File: src/rtl/fma_line_writeback.sv
// Line writeback stage: absorbs result lines from fma_write_buffer into a skid FIFO
// and drains them to a line-wide memory port at sequential addresses.
module fma_line_writeback #(
    parameter int LINE_WIDTH = 96,
    parameter int ADDR_WIDTH = 10,
    parameter int FIFO_DEPTH = 4,
    localparam int PTR_W     = $clog2(FIFO_DEPTH),
    localparam int CNT_W     = $clog2(FIFO_DEPTH) + 1
) (
    input  logic                  clk_in,
    input  logic                  rst_in,
    input  logic                  start_in,
    input  logic [ADDR_WIDTH-1:0] base_addr_in,
    input  logic [ADDR_WIDTH-1:0] line_count_in,
    input  logic [LINE_WIDTH-1:0] line_in,
    input  logic                  line_valid_in,
    output logic [ADDR_WIDTH-1:0] mem_addr_out,
    output logic [LINE_WIDTH-1:0] mem_data_out,
    output logic                  mem_we_out,
    input  logic                  mem_ready_in,
    output logic                  busy_out,
    output logic                  done_out,
    output logic                  overflow_out,
    output logic [CNT_W-1:0]      fifo_count_out
);

    typedef enum logic [1:0] {
        IDLE = 2'd0,
        RUN  = 2'd1,
        DONE = 2'd2
    } state_t;

    state_t state_q, state_d;

    logic [LINE_WIDTH-1:0] fifo_mem [FIFO_DEPTH];
    logic [PTR_W-1:0]      wr_ptr_q, rd_ptr_q;
    logic [CNT_W-1:0]      fifo_count_q;
    logic [ADDR_WIDTH-1:0] base_q, count_q, accepted_cnt_q, written_cnt_q;
    logic                  overflow_q;

    logic fifo_full, fifo_empty;
    logic start_accept, push, pop, overflow_evt, last_write;

    assign fifo_full    = (fifo_count_q == CNT_W'(FIFO_DEPTH));
    assign fifo_empty   = (fifo_count_q == '0);
    assign start_accept = (state_q == IDLE) && start_in;
    assign pop          = !fifo_empty && mem_ready_in;
    // A full FIFO can still take a line in the same cycle its head is written out.
    assign push         = (state_q == RUN) && line_valid_in &&
                          (accepted_cnt_q < count_q) && (!fifo_full || pop);
    assign overflow_evt = (state_q == RUN) && line_valid_in &&
                          ((accepted_cnt_q >= count_q) || (fifo_full && !pop));
    assign last_write   = pop && (written_cnt_q == count_q - ADDR_WIDTH'(1));

    always_ff @(posedge clk_in) begin
        if (!rst_in) begin
            state_q <= IDLE;
        end else begin
            state_q <= state_d;
        end
    end

    always_comb begin
        state_d = state_q;
        case (state_q)
            IDLE: if (start_in) state_d = (line_count_in == '0) ? DONE : RUN;
            RUN:  if (last_write) state_d = DONE;
            DONE: state_d = IDLE;
            default: state_d = IDLE;
        endcase
    end

    // NOTE: the line storage has no reset; occupancy and pointers alone define what is valid.
    always_ff @(posedge clk_in) begin
        if (push) begin
            fifo_mem[wr_ptr_q] <= line_in;
        end
    end

    always_ff @(posedge clk_in) begin
        if (!rst_in) begin
            wr_ptr_q       <= '0;
            rd_ptr_q       <= '0;
            fifo_count_q   <= '0;
            base_q         <= '0;
            count_q        <= '0;
            accepted_cnt_q <= '0;
            written_cnt_q  <= '0;
            overflow_q     <= 1'b0;
        end else begin
            if (start_accept) begin
                base_q         <= base_addr_in;
                count_q        <= line_count_in;
                accepted_cnt_q <= '0;
                written_cnt_q  <= '0;
                overflow_q     <= 1'b0;
            end else begin
                if (push) accepted_cnt_q <= accepted_cnt_q + ADDR_WIDTH'(1);
                if (pop)  written_cnt_q  <= written_cnt_q + ADDR_WIDTH'(1);
                if (overflow_evt) overflow_q <= 1'b1;
            end
            if (push) wr_ptr_q <= wr_ptr_q + PTR_W'(1);
            if (pop)  rd_ptr_q <= rd_ptr_q + PTR_W'(1);
            case ({push, pop})
                2'b10:   fifo_count_q <= fifo_count_q + CNT_W'(1);
                2'b01:   fifo_count_q <= fifo_count_q - CNT_W'(1);
                default: fifo_count_q <= fifo_count_q;
            endcase
        end
    end

    assign mem_we_out     = !fifo_empty;
    // Stale storage is masked so the data bus reads zero whenever nothing is queued.
    assign mem_data_out   = fifo_empty ? '0 : fifo_mem[rd_ptr_q];
    assign mem_addr_out   = base_q + written_cnt_q;
    assign busy_out       = (state_q == RUN);
    assign done_out       = (state_q == DONE);
    assign overflow_out   = overflow_q;
    assign fifo_count_out = fifo_count_q;

endmodule

File: config.mk
export PLATFORM = sky130hd
export DESIGN_NAME = fma_line_writeback
export DESIGN_NICKNAME = d
export VERILOG_FILES = /design/src/rtl/fma_line_writeback.sv
export SDC_FILE = /design/constraint.sdc
export NUM_CORES = 1
export LEC_CHECK = 0
export ABC_AREA = 1
export CAP_MARGIN = 20
export CORE_MARGIN = 2
export CORE_UTILIZATION = 50
export DETAILED_ROUTE_END_ITERATION = 10
export PLACE_DENSITY = 0.81
export SLEW_MARGIN = 0
export SYNTH_ARGS = -nofsm -noshare
export SYNTH_HDL_FRONTEND = slang
export SYNTH_SLANG_ARGS = --single-unit
File: constraint.sdc
create_clock -name clk_in -period 5.97 [get_ports clk_in]
set_input_delay 0.8955 -clock clk_in [delete_from_list [all_inputs] [get_ports clk_in]]
set_output_delay 0.8955 -clock clk_in [all_outputs]
set_load 0.01 [all_outputs]
==> results of run 1 <==
## final timing paths
check / endpoint / slack, ns / cells past startpoint
worst min-delay path: base_q[8] / 0.49 / 2
worst max-delay path: mem_data_out[27] / 1.50 / 5
worst max register to register: fifo_mem[1][63] / 2.46 / 10
worst min register to register: base_q[8] / 0.49 / 2
## metal layers
metal  vias up  wire length, um  GRT usage [%]
met1      6072            17600           30.5
met5         -               27              0
met3        73             3560           4.21
met2       516            21200           38.8
li1       6024                -              -
met4         4             1110           6.87
## registers in the layout, indices dropped and copies added, names as in the netlist, named ones only
register / flops
overflow_out: 1
wr_ptr_q: 2
rd_ptr_q: 2
state_q: 2
accepted_cnt_q: 10
count_q: 10
fifo_count_out: 3
fifo_mem: 384
written_cnt_q: 10
base_q: 10
## stage by stage
stage | cell area, um^2 | instances
2_1_floorplan | 18000 | 1602
3_3_place_gp | 20800 | 2230
3_5_place_dp | 20800 | 2231
4_1_cts | 22200 | 2310
5_1_grt | 22200 | 2311
6_report | 22200 | 2313
## tightest hold or removal path, delay by kind of cell, from the launching register on
family           cells  cell delay, ns
DFF                  1            0.33
and+or+nand+nor      2            0.13
## logic make-up after synthesis
logic type,synth area share [%]
AOI/OAI and AO/OA,10.6
adders and majority gates,2.03
buffers and inverters,3.38
xor gates and xnor gates,0.827
and+or+nand+nor,13.3
DFF,69.8
## final cells by class
cell class / count / area share [%]
diodes: 3 / 0.0338
clock buffers: 56 / 5.40
clock inverters: 23 / 0.924
inverters: 65 / 1.14
multi-input cells: 1019 / 21.9
flip-flops and latches: 436 / 56.7
well taps: 461 / 2.60
repair buffers: 250 / 11.4
## power by group through the flow
stage | sequential (uW) | clock (uW) | combinational, uW
after CTS | 3530 | 2700 | 2600
after global routing | 3540 | 2820 | 2810
after global placement | 3590 | 0 | 2530
after detailed placement | 3590 | 0 | 2580
final | 3530 | 2660 | 2590
after floorplan | 3520 | 0 | 1340
## cells in the mapped netlist (all sizes together) (2+ instances only)
cell	n	share of area (%)
o21ai	228	6.3
fa	2	0.22
nor3	8	0.31
ha	26	1.8
buf	43	1.2
nand4	6	0.21
xnor2	7	0.34
nand3	23	0.69
edfxtp	384	64
nand2	102	2.3
inv	64	1.4
nor4	6	0.24
nor2	448	9.4
a21oi	141	3.9
a31oi	2	0.069
xor2	10	0.49
dfxtp	52	5.8
clkbuf	39	0.81
## cells in the final DEF, fill, tap and decap left out, drive strengths merged, types with 2 or more instances in the layout
cell type and instances:
ha 26, nor3 8, o21ai 228, edfxtp 384, clkinv 18, dfxtp 52, bufinv 3, nor2 448
xor2 10, clkdlybuf4s50 233, nand2 102, buf 17, xnor2 7, nand3 23, nand4 6, clkinvlp 3
nor4 6, inv 64, clkbuf 56, fa 2, diode 3, a31oi 2, a21oi 141
==> impl_results.md, run 1 <==
* Result of the run: complete, no violations
* Sequential-to-total area share from yosys stat at 69.8%
* Area of all sequential standard cells at about 13,000 um^2
* Sequential group share of total power at 40.1%
* Ys flop type: edfxtp_1
* Cell area after synthesis at 18,000 um^2
* Global route total overflow at 0
* Number of clock sinks at about 440
* Iteration count of the initial detailed-routing pass at 5
* Final-layout setup total negative slack at 0 ns
* DP Worst Slack at around 2.0 ns
* Initial drt markers at 1,031
* Vias in the first global route at 12.7k
* Crit path required time at 5.07 ns
* Area of the multi-input gates at 4850 um^2
* Starting density of the core at between 50% and 60%
* Power density relative to cell area at roughly 400 nW/um^2
* Die Height at 194 um
* Worst voltage drop across the vdd grid at approximately 0.00030 V
* Distinct cells, synth at 43
* Crit path capture type: output port
* Clock latency on the worst-skew pair at between 0.5 and 0.6 ns
* Crit Reg-Reg Startpoint: count_q[9]
* DIE WIDTH at just under 200 um
* Die area at 37,500 um^2
* Wirelength per Cell at 18.8 um
* Net count reported at finish at ~2k
* Vias per cell at 5.49
* Avg Synthesized Cell Area at 11.2 um^2
* Logic pwr share at 29.5%
* Clk pwr share at between 30% and 40%
* Gr usage total at 23.0%
* Post-layout util at about 63%
* Post-route clock period utilization at 74.8%
* Total internal power at 6050 uW
* Critical-path cell with the highest stage delay: inv_4
* Core box area at about 35,000 um^2
* Worst hold-check slack at 0.492 ns
* Switching power at about 2700 uW
* Total of buffers placed on input and output ports at 233
* Clk Tree Root Cell: clkbuf_16
* Setup-violating endpoint count in the final report at 0
* CP bufs+invs at 3
* Detail Placement HPWL at 27,400 um
* Number of enable-type register cells in the synthesized netlist at 384
* Number of buffers created by CTS at 44
* Final critical path time including I/O delays and setup at 4.47 ns
* Largest incremental delay on the critical path at a little under 0.8 ns
* Cell Chain, Critical Path: inv_4 > buf_4 > o21ai_0 > a21oi_1 > clkdlybuf4s50_1
* Final wirelength at around 44,000 um
* Count of boundary I/O pins at 234
* Power Total at 8780 uW
* Clock tree from TritonCTS: built
* Number of setup buffers added after CTS at 0
* Leak at ~0.0077 uW
* Number of standard-cell rows in the floorplan at 69
* Worst Skew at 0.0194 ns
* Clock Path Buffers at 3
* Net count after synthesis at 1,751
* Residual antenna-violating net count after detailed routing at 0
* Antenna violations before repair at 4
* Final-layout fill cell count at 2,679
* Flops & latches, synth at 436
* Residual DRC at 0
* Unrepaired setup endpoints after global routing: no
* Post-CTS clock slew at the launch and capture registers of the worst setup and hold paths at 0.06 ns
* Final weighted congestion in routability-driven placement at 0.876
* Share of synthesized registers carrying an async set or reset at 0%
* Ys Warns at 0
* Type of element launching the critical path: flop
* Total of cells resized after clock tree synthesis at 0
* Largest net degree at the start of global routing at 102
* First-pass GRT wire length at 68,500 um
* Final hold violation count at 0
* Number of levels the H-tree was split into at 2
* Final setup slack of the worst path at 1.50 ns
* Switching power as a share of total power at 31.1%
* Achievable Freq at 224 MHz
* Least-Margin Pin Slew at 0.940 ns
* Headroom to the max-slew limit at 37.3%
* Largest driver fanout on the critical path at 101
* Startpoint of the tightest hold check path: base_q[8]
* Signed area change from the synthesized netlist to the final layout at 23.3%
* Ratio of cells with drive above 1 in the final layout at 5.73%
* Worst min-delay path category: reg -> reg
* Gate count after technology mapping at around 1.6k
* Max-cap check violation count at 0
* Arrival time reported for the critical path endpoint at about 3.6 ns
* Final slew viol count at 0
* Critical path's top delay family: buffers and inverters
* Critical path type: reg -> out
* Number of buffers added to fix hold violations after cts at 0
* Via total after detailed routing at 12.7k
(Power assumes the default switching activity.)
==> run 2: changes to the inputs <==
--- a/config.mk
+++ b/config.mk
@@ -8,9 +8,9 @@
 export ABC_AREA = 1
 export CAP_MARGIN = 20
 export CORE_MARGIN = 2
-export CORE_UTILIZATION = 50
+export CORE_UTILIZATION = 55
 export DETAILED_ROUTE_END_ITERATION = 10
-export PLACE_DENSITY = 0.81
+export PLACE_DENSITY = 0.85
 export SLEW_MARGIN = 0
 export SYNTH_ARGS = -nofsm -noshare
 export SYNTH_HDL_FRONTEND = slang
==> constraint.sdc (replaced) <==
create_clock -name clk_in -period 4.5 [get_ports clk_in]
set_input_delay 0.675 -clock clk_in [delete_from_list [all_inputs] [get_ports clk_in]]
set_output_delay 0.675 -clock clk_in [all_outputs]
set_load 0.01 [all_outputs]
==> run 2 against run 1 <==
Effect of this change: wire length increased by 0.21%; clock power increased by 36%; sequential cell count unchanged; worst setup slack got worse by 1.2 ns; critical path depth increased by 1; hold slack got worse by 0.041 ns; via count increased by 0.96%; sequential share of layout area decreased by 0.13 points; final cell count decreased by 0.73%; register-to-register slack got worse by 0.82 ns; combinational power increased by 34%; clock skew increased by 0.0051 ns.
==> impl_results.md, run 2 (same netlist as run 1, synthesis figures left out) <==
* Result of the run: complete, no violations
* Non-filler instance count after layout at 2,296 (-0.73%)
* CP bufs+invs at 3 (unchanged)
* Number of levels the H-tree was split into at 2 (unchanged)
* Count of cell instances traversed by the critical path at 6 (+1)
* Least-Margin Pin Slew at 0.950 ns (+0.00929 ns)
* Final critical path time including I/O delays and setup at 4.17 ns
* Residual DRC at 0 (unchanged)
* Final wirelength at 43,600 um (+0.21%)
* Number of standard-cell rows in the floorplan at 66 (-4.3%)
* Final-layout fill cell count at 2,245 (-16%)
* Gr usage total at 25.2% (+2.3 points)
* Starting density of the core at 55.6% (+4.9 points)
* Largest driver fanout on the critical path at 53 (-48%)
* Clock Path Buffers at 3 (unchanged)
* Hold Crit Depth at 2 (unchanged)
* Worst min-delay path category: reg -> reg
* Worst Skew at 0.0245 ns (+0.00511 ns)
* Reg2Reg Setup Slack at 1.64 ns (-0.82 ns)
* Final-layout setup total negative slack at 0 ns (unchanged)
* Clock tree from TritonCTS: built
* Post-CTS clock slew at the launch and capture registers of the worst setup and hold paths at 0.06 ns (about the same)
* Number of buffers created by CTS at 44 (unchanged)
* Iteration count of the initial detailed-routing pass at 6 (+1)
* Launch point of the critical path: fifo_count_out[0]
* Worst setup path endpoint: mem_data_out[74]
* Critical path's top delay family: buffers and inverters
* Crit path capture type: output port
* Critical path type: reg -> out
* Global route total overflow at 0 (unchanged)
* First-pass GRT wire length at 66,500 um (-2.9%)
* Post-route clock period utilization at 92.6%
* Die area at 34,200 um^2 (-8.9%)
* Number of setup buffers added after CTS at 0 (unchanged)
* Setup-violating endpoint count in the final report at 0 (unchanged)
* Unrepaired setup endpoints after global routing: no
* Crit Reg-Reg Startpoint: count_q[5]
* DIE WIDTH at 185 um (-4.6%)
* Commonest cells after routing, fill and taps aside: nor2_1, edfxtp_1, clkdlybuf4s50_1
* Initial drt markers at 1,497 (+45%)
* Leak at 0.00774 uW (+0.47%)
* Number of clock sinks at 436 (unchanged)
* Critical-path cell with the highest stage delay: clkinv_2
* Final weighted congestion in routability-driven placement at 0.856 (-2.3%)
* Headroom to the max-slew limit at 36.5% (-0.77 points)
* Arrival time reported for the critical path endpoint at 3.49 ns (-0.08 ns)
* Die Height at 185 um (-4.6%)
* Detail Placement HPWL at 26,400 um (-3.5%)
* Vias per cell at 5.58 (+1.7%)
* Residual antenna-violating net count after detailed routing at 0 (unchanged)
* Clk Tree Root Cell: clkbuf_16
* Number of buffers added to fix hold violations after cts at 0 (unchanged)
* Via total after detailed routing at 12.8k (+0.96%)
* Worst voltage drop across the vdd grid at 0.000308 V (+2.3%)
* Largest net degree at the start of global routing at 138 (+35%)
* Type of element launching the critical path: flop
* Wirelength per Cell at 19.0 um (+0.95%)
* Clock latency on the worst-skew pair at 0.54 ns (about the same)
* Total of cells resized after clock tree synthesis at 0 (unchanged)
* Count of boundary I/O pins at 234 (unchanged)
* Total of buffers placed on input and output ports at 233 (unchanged)
* Crit path required time at 3.83 ns (-1.24 ns)
* Cell depth of the worst flop-to-flop path at 10 (unchanged)
* Core box area at 32,400 um^2 (-8.8%)
* Max-cap check violation count at 0 (unchanged)
* Antenna violations before repair at 6 (+2)
* Largest incremental delay on the critical path at 0.67 ns (-0.12 ns)
* Most common library cell in the layout ignoring fill and taps: nor2_1
* Capture instance of the worst register-to-register path: fifo_mem[3][16]
* Ratio of cells with drive above 1 in the final layout at 5.95% (+0.22 points)
* Final hold violation count at 0 (unchanged)
* Achievable Freq at 240 MHz
* Signed area change from the synthesized netlist to the final layout at 23.6%
* Cell Chain, Critical Path: nor2_1 > nand2_4 > clkinv_2 > buf_4 > a21oi_1 > clkdlybuf4s50_1
* Power density relative to cell area at 528 nW/um^2 (+33%)
* Placed insts at 2,211 (-0.90%)
* Max reg flops at 384 (unchanged)
* Net count reported at finish at 1,964 (-0.051%)
* Vias in the first global route at 12.5k (-1.6%)
* Biggest register: fifo_mem
* Final slew viol count at 0 (unchanged)
==> run 2: how the worst min path moves through the flow <==
| stage | start | endpoint | slack [ns] |
|---|---|---|---|
| after global routing | rd_ptr_q[1] | flop | 0.48 |
| after floorplan | rd_ptr_q[1] | flop | 0.44 |
| after detailed placement | rd_ptr_q[1] | flop | 0.45 |
| after global placement | rd_ptr_q[1] | flop | 0.43 |
| final | rd_ptr_q[1] | flop | 0.45 |
| after CTS | rd_ptr_q[1] | flop | 0.46 |
==> run 2: per-stage QoR <==
| step | setup WS [ns] | cell area, um^2 | power [uW] | util, % | hold slack (ns) |
|---|---|---|---|---|---|
| 6_report | 0.334 | 22200 | 11700 | 68.7 | 0.451 |
| 3_5_place_dp | 0.950 | 20800 | 8170 | 64.2 | 0.449 |
| 3_3_place_gp | 0.992 | 20800 | 8080 | 64.2 | 0.435 |
| 2_1_floorplan | 0.151 | 18000 | 6440 | - | 0.436 |
| 5_1_grt | 0.140 | 22200 | 12300 | 68.7 | 0.479 |
| 4_1_cts | 0.374 | 22200 | 11800 | 68.7 | 0.459 |
==> run 2: worst reg2reg max path: stages, from the launching register on <==
cell	delay [ns]
dfxtp_1	0.39
inv_1	0.11
ha_1	0.32
nand2_1	0.08
nor2_1	0.06
nand3_1	0.08
nand2_1	0.06
nor2_2	0.16
nand3_2	0.46
nor2_4	0.29
buf_4	0.48
==> run 2: metal layers <==
layer  global-route usage, %  share of wire [%]  vias to the layer above
li1                        -                  -                     6008
met5                       0              0.062                        -
met2                    42.0                 49                      561
met3                    5.64                8.1                       89
met1                    32.9                 40                     6149
met4                    8.98                2.9                        4
==> run 2: area by class of cell <==
type / count / area, um^2 / share of cell area [%]
clock buffer: 56 / 1220 / 5.47
inverter: 65 / 254 / 1.14
clock inverter: 24 / 239 / 1.07
multi-input combinational: 1019 / 4850 / 21.8
sequential: 436 / 12600 / 56.5
antenna: 5 / 12.5 / 0.0562
tap: 442 / 553 / 2.49
timing repair buffer: 249 / 2540 / 11.4
==> run 2: power by group <==
group	switching [uW]	leakage, uW	total [uW]	internal (uW)
registers	135	0.00389	4660	4530
logic	2010	0.00314	3460	1450
clock network	1480	0.000713	3620	2140
==> run 3: changes to the inputs <==
--- a/config.mk
+++ b/config.mk
@@ -10,7 +10,7 @@
 export CORE_MARGIN = 2
 export CORE_UTILIZATION = 55
 export DETAILED_ROUTE_END_ITERATION = 10
-export PLACE_DENSITY = 0.85
+export PLACE_DENSITY_LB_ADDON = 0.3
 export SLEW_MARGIN = 0
 export SYNTH_ARGS = -nofsm -noshare
 export SYNTH_HDL_FRONTEND = slang
==> run 3 against run 2 <==
Effect of this change: clock skew shrank 0.010 ns; core utilization shrank 0.25 points; global-route usage shrank 1.0 points; critical path type unchanged; critical endpoint is now mem_data_out[20].
==> impl_results.md, run 3 (same netlist as run 1, synthesis figures left out) <==
* DIE WIDTH at 185 um (unchanged)
* Capture instance of the worst register-to-register path: fifo_mem[1][74]
* Logic pwr share at 30.7% (+1.2 points)
* DP Worst Slack at 1.23 ns (+0.278 ns)
* Max reg flops at 384 (unchanged)
* Crit Reg-Reg Startpoint: count_q[9]
* Number of buffers created by CTS at 44 (unchanged)
* Number of setup buffers added after CTS at 0 (unchanged)
* Count of boundary I/O pins at 234 (unchanged)
* Total internal power at 7940 uW (-2.3%)
* Iteration count of the initial detailed-routing pass at 5 (-1)
* Wirelength per Cell at 18.1 um (-4.6%)
* Number of buffers added to fix hold violations after cts at 0 (unchanged)
* Leak at 0.00769 uW (-0.62%)
* Achievable Freq at 261 MHz (+8.7%)
* Largest net degree at the start of global routing at 193 (+40%)
* Core box area at 32,400 um^2 (unchanged)
* Final slew viol count at 0 (unchanged)
* Most common library cell in the layout ignoring fill and taps: nor2_1
* Gr usage total at 24.2% (-1.0 points)
* Initial drt markers at 1,213 (-19%)
* Via total after detailed routing at 12.6k (-1.6%)
* Clock latency on the worst-skew pair at 0.53 ns (about the same)
* Arrival time reported for the critical path endpoint at 3.16 ns (-0.33 ns)
* Vias in the first global route at 12.3k (-1.4%)
* Least-Margin Pin Slew at 1.12 ns (+0.173 ns)
* Worst min-delay path category: reg -> reg
* Vias per cell at 5.50 (-1.5%)
* Die area at 34,200 um^2 (unchanged)
* Final weighted congestion in routability-driven placement at 0.869 (+1.5%)
* Largest driver fanout on the critical path at 57 (+7.5%)
* Final wirelength at 41,500 um (-4.7%)
* Cell Chain, Critical Path: clkinv_2 > buf_12 > nor2_1 > o21ai_0 > a21oi_1 > clkdlybuf4s50_1
* Worst voltage drop across the vdd grid at 0.000439 V (+42%)
* Commonest cells after routing, fill and taps aside: nor2_1, edfxtp_1, clkdlybuf4s50_1
* Worst hold-check slack at 0.461 ns (+0.00943 ns)
* Final critical path time including I/O delays and setup at 3.83 ns (-0.332 ns)
* Number of clock sinks at 436 (unchanged)
* Worst Skew at 0.0143 ns (-0.0102 ns)
* Detail Placement HPWL at 24,700 um (-6.4%)
* Total of buffers placed on input and output ports at 233 (unchanged)
* Global route total overflow at 0 (unchanged)
* Die Height at 185 um (unchanged)
* Sequential group share of total power at 39.9% (+0.2 points)
* Post-route clock period utilization at 85.2% (-7.4 points)
* Biggest register: fifo_mem
* Final-layout setup total negative slack at 0 ns (unchanged)
* Cell area reported after detailed placement at 20,800 um^2 (+0.25%)
* Critical-path cell with the highest stage delay: clkdlybuf4s50_1
* Ratio of cells with drive above 1 in the final layout at 5.19% (-0.76 points)
* Area of all sequential standard cells at 12,600 um^2 (unchanged)
* Headroom to the max-slew limit at 25.1% (-11 points)
* First-pass GRT wire length at 64,600 um (-3.0%)
* Setup-violating endpoint count in the final report at 0 (unchanged)
* Final setup slack of the worst path at 0.666 ns (+0.332 ns)
* Clock tree from TritonCTS: built
* Post-Route M1 WL at 17,200 um (-1.8%)
* Result of the run: complete, no violations
* Residual antenna-violating net count after detailed routing at 0 (unchanged)
* Max-cap check violation count at 0 (unchanged)
* Total of cells resized after clock tree synthesis at 0 (unchanged)
* Area of the multi-input gates at 4850 um^2 (unchanged)
* Signed area change from the synthesized netlist to the final layout at 23.1%
* Largest incremental delay on the critical path at 0.60 ns (-0.07 ns)
* Power density relative to cell area at 519 nW/um^2 (-1.7%)
* Number of standard-cell rows in the floorplan at 66 (unchanged)
* Residual DRC at 0 (unchanged)
* Post-layout util at 68.5% (-0.25 points)
* Amount of wire on met3 after detailed routing at 3320 um (-6.6%)
* Net count reported at finish at 1,966 (+0.10%)
* Antenna violations before repair at 3 (-3)
* Switching power as a share of total power at 31.1% (+0.18 points)
* Crit path required time at 3.83 ns (about the same)
* Unrepaired setup endpoints after global routing: no
* Worst setup path endpoint: mem_data_out[20]
* Clock Path Buffers at 3 (unchanged)
* Clk Tree Root Cell: clkbuf_16
* Post-CTS clock slew at the launch and capture registers of the worst setup and hold paths at 0.06 ns (about the same)
* Reg2Reg Setup Slack at 1.38 ns (-0.26 ns)
* Final hold violation count at 0 (unchanged)
* Starting density of the core at 55.6% (unchanged)
* Number of levels the H-tree was split into at 2 (unchanged)
* Switching power at 3570 uW (-1.5%)
* Design Area, Final at 22,200 um^2 (-0.37%)
* Cell depth of the worst flop-to-flop path at 10 (unchanged)
* Crit path capture type: output port
* Top sig layer: met5
* Met2 layer wire length in the routed design at 20,100 um (-5.4%)
* Type of element launching the critical path: flop
* Critical path type: reg -> out
* Clk pwr share at 29.4% (-1.4 points)
* Final-layout fill cell count at 2,394 (+6.6%)
[run 3: stage by stage]
stage	power, uW	instances
finish	11500	2292
detailed placement	8200	2213
floorplan	6440	1602
CTS	11600	2291
global route	12000	2291
global placement	8160	2213
[run 3: critical path: cells and delay by family, from the launching register on]
| family | cells | cell delay (ns) |
|---|---|---|
| AO/OA/AOI/OAI | 2 | 0.36 |
| AND/OR/NAND/NOR | 1 | 0.13 |
| buffers and inverters | 3 | 1.63 |
| flip-flops | 1 | 0.44 |
[run 3: worst min path at each step]
stage / cells after the start / end / start
final: 2 / flop / rd_ptr_q[1]
after global routing: 2 / flop / rd_ptr_q[1]
after CTS: 2 / flop / rd_ptr_q[1]
after detailed placement: 2 / flop / rd_ptr_q[1]
after global placement: 2 / flop / rd_ptr_q[1]
after floorplan: 2 / flop / rd_ptr_q[1]
[run 3: layout make-up]
type | instances | area share (%)
sequential | 436 | 56.8
multi-input combinational | 1019 | 21.9
timing repair buffer | 251 | 11.7
clock buffer | 60 | 5.48
tap | 442 | 2.50
inverter | 65 | 1.15
clock inverter | 18 | 0.531
antenna | 1 | 0.0113
[run 3: metal layers]
| metal | vias to the layer above | global-route usage [%] |
|---|---|---|
| li1 | 6014 | - |
| met1 | 6004 | 33.4 |
| met2 | 502 | 40.1 |
| met3 | 77 | 4.19 |
| met4 | 4 | 6.60 |
| met5 | - | 0 |
[run 3: power groups by stage]
| stage | clock, uW | sequential [uW] | combinational (uW) |
|---|---|---|---|
| 4_1_cts | 3440 | 4590 | 3550 |
| 6_report | 3390 | 4590 | 3530 |
| 5_1_grt | 3590 | 4600 | 3850 |
| 3_3_place_gp | 0 | 4670 | 3490 |
| 3_5_place_dp | 0 | 4680 | 3520 |
| 2_1_floorplan | 0 | 4670 | 1770 |
